[config.mk]
export PLATFORM = sky130hd
export DESIGN_NAME = branch_unit_flat
export DESIGN_NICKNAME = d
export VERILOG_FILES = /design/src/rtl/cpu_pkg.sv /design/src/rtl/branch_unit_if.sv /design/src/rtl/branch_cond.sv /design/src/rtl/branch_unit.sv /design/src/flat_wrapper.sv
export SDC_FILE = /design/constraint.sdc
export NUM_CORES = 1
export LEC_CHECK = 0
export ABC_AREA = 1
export CAP_MARGIN = 15
export CORE_UTILIZATION = 40
export DETAILED_ROUTE_END_ITERATION = 16
export GPL_TIMING_DRIVEN = 1
export PLACE_DENSITY_LB_ADDON = 0.05
export SLEW_MARGIN = 10
export SYNTH_ARGS = -nofsm -noshare
export SYNTH_HDL_FRONTEND = slang
export SYNTH_HIERARCHICAL = 1
export SYNTH_SLANG_ARGS = --single-unit
[constraint.sdc]
create_clock -name clk -period 2.52 [get_ports clk]
set_clock_uncertainty 0.2 [all_clocks]
set_input_delay 0.378 -clock clk [delete_from_list [all_inputs] [get_ports clk]]
set_output_delay 0.378 -clock clk [all_outputs]
set_load 0.02 [all_outputs]
[src/rtl/cpu_pkg.sv]
// Shared CPU definitions: condition codes, branch unit states and the
// bit positions of the N, V and Z flags inside the 3-bit NVZ vector.
package cpu_pkg;

    typedef enum logic [2:0] {
        COND_NE = 3'b000,
        COND_EQ = 3'b001,
        COND_GT = 3'b010,
        COND_LT = 3'b011,
        COND_GE = 3'b100,
        COND_LE = 3'b101,
        COND_OV = 3'b110,
        COND_UN = 3'b111
    } cond_t;

    typedef enum logic [1:0] {
        IDLE     = 2'd0,
        REDIRECT = 2'd1,
        SQUASH   = 2'd2
    } br_state_t;

    localparam int FLAG_N = 2;
    localparam int FLAG_V = 1;
    localparam int FLAG_Z = 0;

endpackage

[src/rtl/branch_unit_if.sv]
// Branch unit bus: the branch issue inputs, the redirect handshake to fetch,
// and the status, flush and statistics outputs.
//   slave  : the branch unit side
//   master : the issuing pipeline / fetch side
interface branch_unit_if #(
    parameter int PC_W = 16
);
    logic            iValid;
    logic [2:0]      iCond;
    logic [2:0]      iNVZ;
    logic [PC_W-1:0] iTarget;
    logic            iRedirReady;
    logic            oBusy;
    logic            oResolved;
    logic            oTaken;
    logic            oRedirValid;
    logic [PC_W-1:0] oRedirPc;
    logic            oFlush;
    logic [15:0]     oBrCount;
    logic [15:0]     oTakenCount;

    modport slave (
        input  iValid, iCond, iNVZ, iTarget, iRedirReady,
        output oBusy, oResolved, oTaken, oRedirValid, oRedirPc, oFlush,
               oBrCount, oTakenCount
    );

    modport master (
        output iValid, iCond, iNVZ, iTarget, iRedirReady,
        input  oBusy, oResolved, oTaken, oRedirValid, oRedirPc, oFlush,
               oBrCount, oTakenCount
    );
endinterface

[src/rtl/branch_cond.sv]
// Purely combinational branch condition evaluator.
// Ports:
//   iCond  - 3-bit condition code
//   iNVZ   - flags {N,V,Z}
//   oTaken - 1 when the condition holds
module branch_cond
    import cpu_pkg::*;
(
    input  logic [2:0] iCond,
    input  logic [2:0] iNVZ,
    output logic       oTaken
);
    logic w_n;
    logic w_v;
    logic w_z;

    assign w_n = iNVZ[FLAG_N];
    assign w_v = iNVZ[FLAG_V];
    assign w_z = iNVZ[FLAG_Z];

    always_comb begin
        oTaken = 1'b0;
        case (cond_t'(iCond))
            COND_NE: oTaken = ~w_z;
            COND_EQ: oTaken = w_z;
            COND_GT: oTaken = ~w_z & ~w_n;
            COND_LT: oTaken = w_n;
            COND_GE: oTaken = w_z | ~w_n;
            COND_LE: oTaken = w_n | w_z;
            COND_OV: oTaken = w_v;
            COND_UN: oTaken = 1'b1;
            default: oTaken = 1'b0;
        endcase
    end
endmodule

[src/rtl/branch_unit.sv]
// Branch resolution unit. Evaluates a branch against the bypassed NVZ flags,
// issues a registered PC redirect to fetch over a valid/ready handshake for
// taken branches, then squashes the younger stages for SQUASH_CYCLES cycles.
// Keeps saturating counts of evaluated and taken branches.
// Ports:
//   clk, rst - clock and asynchronous active-high reset
//   bus      - branch_unit_if slave: branch issue, redirect handshake,
//              busy/resolved/taken/flush status and statistics
module branch_unit
    import cpu_pkg::*;
#(
    parameter int PC_W          = 16,
    parameter int SQUASH_CYCLES = 2
) (
    input  logic           clk,
    input  logic           rst,
    branch_unit_if.slave   bus
);
    localparam logic [3:0] SQ_LOAD = 4'(SQUASH_CYCLES - 1);

    br_state_t       r_state;
    br_state_t       w_state_next;
    logic [3:0]      r_sq_cnt;
    logic            r_resolved;
    logic            r_taken;
    logic [PC_W-1:0] r_redir_pc;
    logic [15:0]     r_br_count;
    logic [15:0]     r_taken_count;

    logic            w_accept;
    logic            w_cond_taken;
    logic            w_enter_squash;

    branch_cond u_cond (
        .iCond  (bus.iCond),
        .iNVZ   (bus.iNVZ),
        .oTaken (w_cond_taken)
    );

    assign w_accept       = bus.iValid && (r_state == IDLE);
    assign w_enter_squash = (r_state == REDIRECT) && bus.iRedirReady;

    always_comb begin
        w_state_next = r_state;
        case (r_state)
            IDLE:     if (w_accept && w_cond_taken) w_state_next = REDIRECT;
            REDIRECT: if (bus.iRedirReady)          w_state_next = SQUASH;
            SQUASH:   if (r_sq_cnt == 4'd0)         w_state_next = IDLE;
            default:                                w_state_next = IDLE;
        endcase
    end

    always_ff @(posedge clk or posedge rst) begin
        if (rst) begin
            r_state <= IDLE;
        end else begin
            r_state <= w_state_next;
        end
    end

    // Counter is loaded on the REDIRECT->SQUASH transition so that the
    // SQUASH state lasts exactly SQUASH_CYCLES cycles.
    always_ff @(posedge clk or posedge rst) begin
        if (rst) begin
            r_sq_cnt <= 4'd0;
        end else if (w_enter_squash) begin
            r_sq_cnt <= SQ_LOAD;
        end else if (r_state == SQUASH && r_sq_cnt != 4'd0) begin
            r_sq_cnt <= r_sq_cnt - 4'd1;
        end
    end

    always_ff @(posedge clk or posedge rst) begin
        if (rst) begin
            r_resolved    <= 1'b0;
            r_taken       <= 1'b0;
            r_redir_pc    <= '0;
            r_br_count    <= 16'd0;
            r_taken_count <= 16'd0;
        end else begin
            r_resolved <= w_accept;
            r_taken    <= w_accept && w_cond_taken;
            if (w_accept) begin
                if (r_br_count != 16'hFFFF) begin
                    r_br_count <= r_br_count + 16'd1;
                end
                if (w_cond_taken) begin
                    r_redir_pc <= bus.iTarget;
                    if (r_taken_count != 16'hFFFF) begin
                        r_taken_count <= r_taken_count + 16'd1;
                    end
                end
            end
        end
    end

    assign bus.oBusy       = (r_state != IDLE);
    assign bus.oResolved   = r_resolved;
    assign bus.oTaken      = r_taken;
    assign bus.oRedirValid = (r_state == REDIRECT);
    assign bus.oRedirPc    = r_redir_pc;
    assign bus.oFlush      = (r_state == SQUASH);
    assign bus.oBrCount    = r_br_count;
    assign bus.oTakenCount = r_taken_count;

endmodule
[src/flat_wrapper.sv]
// flat-port wrapper written by rule: the top's interface ports become plain ports
module branch_unit_flat import cpu_pkg::*;
#(
    parameter int PC_W          = 16,
    parameter int SQUASH_CYCLES = 2
)
  (clk, rst, bus_iValid, bus_iCond, bus_iNVZ, bus_iTarget, bus_iRedirReady, bus_oBusy, bus_oResolved, bus_oTaken, bus_oRedirValid, bus_oRedirPc, bus_oFlush, bus_oBrCount, bus_oTakenCount);
  branch_unit_if #(.PC_W(PC_W)) bus_i ();
  input  logic clk;
  input  logic rst;
  input wire logic [$bits(bus_i.iValid)-1:0] bus_iValid;
  input wire logic [$bits(bus_i.iCond)-1:0] bus_iCond;
  input wire logic [$bits(bus_i.iNVZ)-1:0] bus_iNVZ;
  input wire logic [$bits(bus_i.iTarget)-1:0] bus_iTarget;
  input wire logic [$bits(bus_i.iRedirReady)-1:0] bus_iRedirReady;
  output wire logic [$bits(bus_i.oBusy)-1:0] bus_oBusy;
  output wire logic [$bits(bus_i.oResolved)-1:0] bus_oResolved;
  output wire logic [$bits(bus_i.oTaken)-1:0] bus_oTaken;
  output wire logic [$bits(bus_i.oRedirValid)-1:0] bus_oRedirValid;
  output wire logic [$bits(bus_i.oRedirPc)-1:0] bus_oRedirPc;
  output wire logic [$bits(bus_i.oFlush)-1:0] bus_oFlush;
  output wire logic [$bits(bus_i.oBrCount)-1:0] bus_oBrCount;
  output wire logic [$bits(bus_i.oTakenCount)-1:0] bus_oTakenCount;
  assign bus_i.iValid = bus_iValid;
  assign bus_i.iCond = bus_iCond;
  assign bus_i.iNVZ = bus_iNVZ;
  assign bus_i.iTarget = bus_iTarget;
  assign bus_i.iRedirReady = bus_iRedirReady;
  assign bus_oBusy = bus_i.oBusy;
  assign bus_oResolved = bus_i.oResolved;
  assign bus_oTaken = bus_i.oTaken;
  assign bus_oRedirValid = bus_i.oRedirValid;
  assign bus_oRedirPc = bus_i.oRedirPc;
  assign bus_oFlush = bus_i.oFlush;
  assign bus_oBrCount = bus_i.oBrCount;
  assign bus_oTakenCount = bus_i.oTakenCount;
  branch_unit #(.PC_W(PC_W), .SQUASH_CYCLES(SQUASH_CYCLES)) u_core (.clk(clk), .rst(rst), .bus(bus_i));
endmodule
==> impl_results.md <==
- Port Buffers: 78
- Cell at the root of the clock tree: clkbuf_8
- Top-Level Pins: 79
- Final weighted congestion in routability-driven placement: 0.810
- Average footprint of a synthesized cell: 7.47 um^2
- Post-DRT Antenna Nets: 0
- Cell types with the largest area share after synthesis: dfrtp_1 (46%), nand2_1 (22%), nor2_1 (4.7%)
- Vias in the first global route: 2,529
- Final Hold Viols: 0
- Routed wire length: 7080 um
- Pre-CTS setup slack: 0.310 ns
- Total negative setup slack: 0 ns
- Combined buffer and inverter count along the critical path: 3
- Relative slew margins: 60.2%
- Required time worst endpoint: 1.94 ns
- Vias per std cell: 4.72
- Data arrival at the endpoint of the critical path: 1.53 ns
- Worst-margin pin slew: 0.595 ns
- Cell family with most CP delay: buffers and inverters
- Fraction of synthesized cell area taken by the top area cell type: 45.9%
- Die W: 89.4 um
- Final cell utilization of the core: 55.5%
- Hold/Removal Path Class: input pin to asynchronous set/reset pin
- Number of buffers added by the clock tree synthesis step: 5
- Total grt overflow: 0
- Setup crit end kind: output pin
- # DRC: 0
- RSZ-0062 raised after global routing: false
- Startpoint of the most critical register-to-register path: u_core/bus.oTakenCount[0]$_DFFE_PP0P_
- Share of post-route cells with drive strength above 1: 7.71%
- Number of enable-type register cells in the synthesized netlist: 0
- Number of vias in the routed layout: 2,793
- Ratio of final minimum period to clock period: 83.6%
- Hpwl dp: 5180 um
- Slowest stage cell, crit path: clkdlybuf4s50_1
- Global routing usage summed across all routing layers: 19.3%
- TritonRoute pass-1 iters: 4
- Cts repair resizes: 0
- Post-synth ARST share: 100%
- Number of setup buffers added after CTS: 0
- Worst-path cell chain: inv_1 -> nand2_1 -> inv_1 -> clkdlybuf4s50_1
- Antenna Cells: 0
- Power density over cell area: 917 mW/mm^2
- TritonCTS sink count: 56
- Number of DRC markers after the initial detailed-route iteration: 109
- Top cells by instance count after synthesis: nand2_1 (181), dfrtp_1 (56), nor2_1 (38), inv_1 (37), nand3_1 (22)
- Yosys Warn Count: 6
- Critical path startpoint category: register
- Final critical-path required period: 2.11 ns
- Post-route total power: 3.73 mW
- Number of failing setup endpoints in the final timing report: 0
- Later-pin clock latency in the skew report: 0.31 ns
- Number of distinct library cells after synthesis: 27
- VDD IR-drop max: 525 uV
- Die area: 0.00799 mm^2
- Routed wirelength normalized by instance count: 12.0 um
- Synth Flop Type: dfrtp_1
- Leakage component of the power: 1.86 nW
- Yosys top cell by area: dfrtp_1
- Largest net degree at the start of global routing: 57
- Critical Path Max Stage Delay: 0.60 ns
- Final worst hold slack: 0.226 ns
- Start point of the critical path: u_core/r_state[0]$_DFFE_PP0P_
- Placeable core area: 0.00733 mm^2
- Antenna violations before repair: 0
- Worst R2R End: u_core/bus.oTakenCount[5]$_DFFE_PP0P_
- Post-Synthesis Net Count: 438
- Gate count after technology mapping: 409
- Final net count: 521
- Cell with the most instances after synthesis: nand2_1
- Max Root-Sink Buffers: 2
- Most common cell type on the critical path: inv_1
- Die H: 89.4 um
- Clock transition at path regs: 0.11 ns
- Clock tree from TritonCTS: built
- Outcome: complete, no violations
- Starting density of the core: 41.7%
- Number of pins exceeding their max-slew limit in the final report: 0
- Quantity of hold-fixing buffers added after cts: 0
- Sequential-to-total area share from yosys stat: 45.9%
- First-pass GRT wire length: 11,800 um
- FF-to-FF path depth: 9
- Fmax: 475 MHz
- Placement row count: 31
- Max Fanout on Critical Path: 3
- Maximum level of the CTS H-tree: 2
- Setup slack of the most critical reg-to-reg path: 0.55 ns
- Syn Std Cell Area: 0.00306 mm^2
- Worst Setup Slack, final: 0.413 ns
- Max-Cap Viols: 0
- Critical Setup Path Class: register to output pin
- Area Overhead vs Synth: 33.1%
- Synth Register Bits: 56
==> per-layer routing <==
layer / GRT usage, % / up-vias / share of wire (%)
li1: - / 1439 / -
met1: 26.8 / 1281 / 50
met2: 30.4 / 71 / 44
met3: 5.36 / 2 / 5.4
met4: 3.90 / 0 / 0.51
met5: 0 / - / 0
==> kinds of logic after synthesis <==
group	count (synthesis)	synth area share, %
flip-flops	56	45.9
AO/OA/AOI/OAI	22	4.46
buffers and inverters	46	7.33
AND/OR/NAND/NOR	271	38.0
adder cells (fa/ha/maj)	3	1.23
XOR/XNOR	11	3.15
==> metrics by stage <==
stage | cells | area, um^2
detailed placement | 584 | 3960
floorplan | 409 | 3060
finish | 592 | 4070
global placement | 584 | 3960
CTS | 592 | 4070
global route | 592 | 4070
==> layout by cell type (no fill, tap or decap) <==
master | Yosys | final
dfrtp_1 | 56 | 56
nand2_2 | 3 | 3
inv_1 | 37 | 36
nand4_1 | 10 | 10
nand3b_1 | 3 | 3
clkdlybuf4s50_1 | 0 | 78
nor3_1 | 1 | 1
nand2_4 | 4 | 4
o22ai_1 | 1 | 1
clkinvlp_4 | 0 | 1
buf_12 | 0 | 2
xor2_1 | 6 | 6
clkinv_8 | 1 | 1
nand2_1 | 181 | 181
ha_1 | 3 | 3
buf_4 | 1 | 1
nor2_2 | 5 | 5
nor2_1 | 38 | 38
xnor2_1 | 5 | 5
o21ai_2 | 6 | 6
clkbuf_8 | 0 | 5
nand3_1 | 22 | 22
bufinv_16 | 0 | 1
o21ai_0 | 12 | 12
a21oi_1 | 1 | 1
nand3_2 | 2 | 2
clkinv_2 | 0 | 1
o21ai_1 | 1 | 1
inv_6 | 1 | 1
nor2_4 | 2 | 2
inv_2 | 2 | 3
o31ai_1 | 1 | 1
==> flip-flops by register name (all words and copies together) (netlist names) <==
name	flops
u_core/bus.oTaken	1
u_core/bus.oRedirPc	16
u_core/r_state	2
u_core/bus.oTakenCount	16
u_core/bus.oResolved	1
u_core/bus.oBrCount	16
u_core/r_sq_cnt	4
==> worst reg2reg max path: stages (launching register included) <==
cell and delay, ns:
dfrtp_1 0.47, ha_1 0.31, nand3_2 0.14, inv_2 0.04
nand2_1 0.09, nor2_4 0.06, nor2_4 0.26, inv_2 0.16
nand2_1 0.09, nand2_1 0.05
==> report_power, final <==
group / internal (mW) / switching [mW] / leakage, nW
clock: 0.295 / 0.300 / 0.0541
combinational: 0.753 / 0.922 / 1.08
sequential: 1.18 / 0.280 / 0.734
total: 2.23 / 1.50 / 1.86
==> worst max-delay path by stage <==
stage / endpoint / slack, ns / depth (start not counted)
after floorplan: u_core/bus.oBrCount[0]$_DFFE_PP0P_ / 0.57 / 1
after global placement: u_core/bus.oRedirPc[13]$_DFFE_PP0P_ / 0.35 / 11
after detailed placement: u_core/bus.oRedirPc[13]$_DFFE_PP0P_ / 0.31 / 11
after CTS: bus_oFlush / 0.39 / 4
after global routing: bus_oFlush / 0.29 / 4
final: bus_oFlush / 0.41 / 4
==> area by class of cell <==
class / count / area [um^2]
Sequential cell: 56 / 1400
Multi-Input combinational cell: 307 / 1430
Timing Repair Buffer: 81 / 828
Fill cell: 704 / 3260
Clock inverter: 3 / 42.5
Tap cell: 99 / 124
Clock buffer: 5 / 68.8
Inverter: 41 / 171
(Power assumes the default switching activity.)
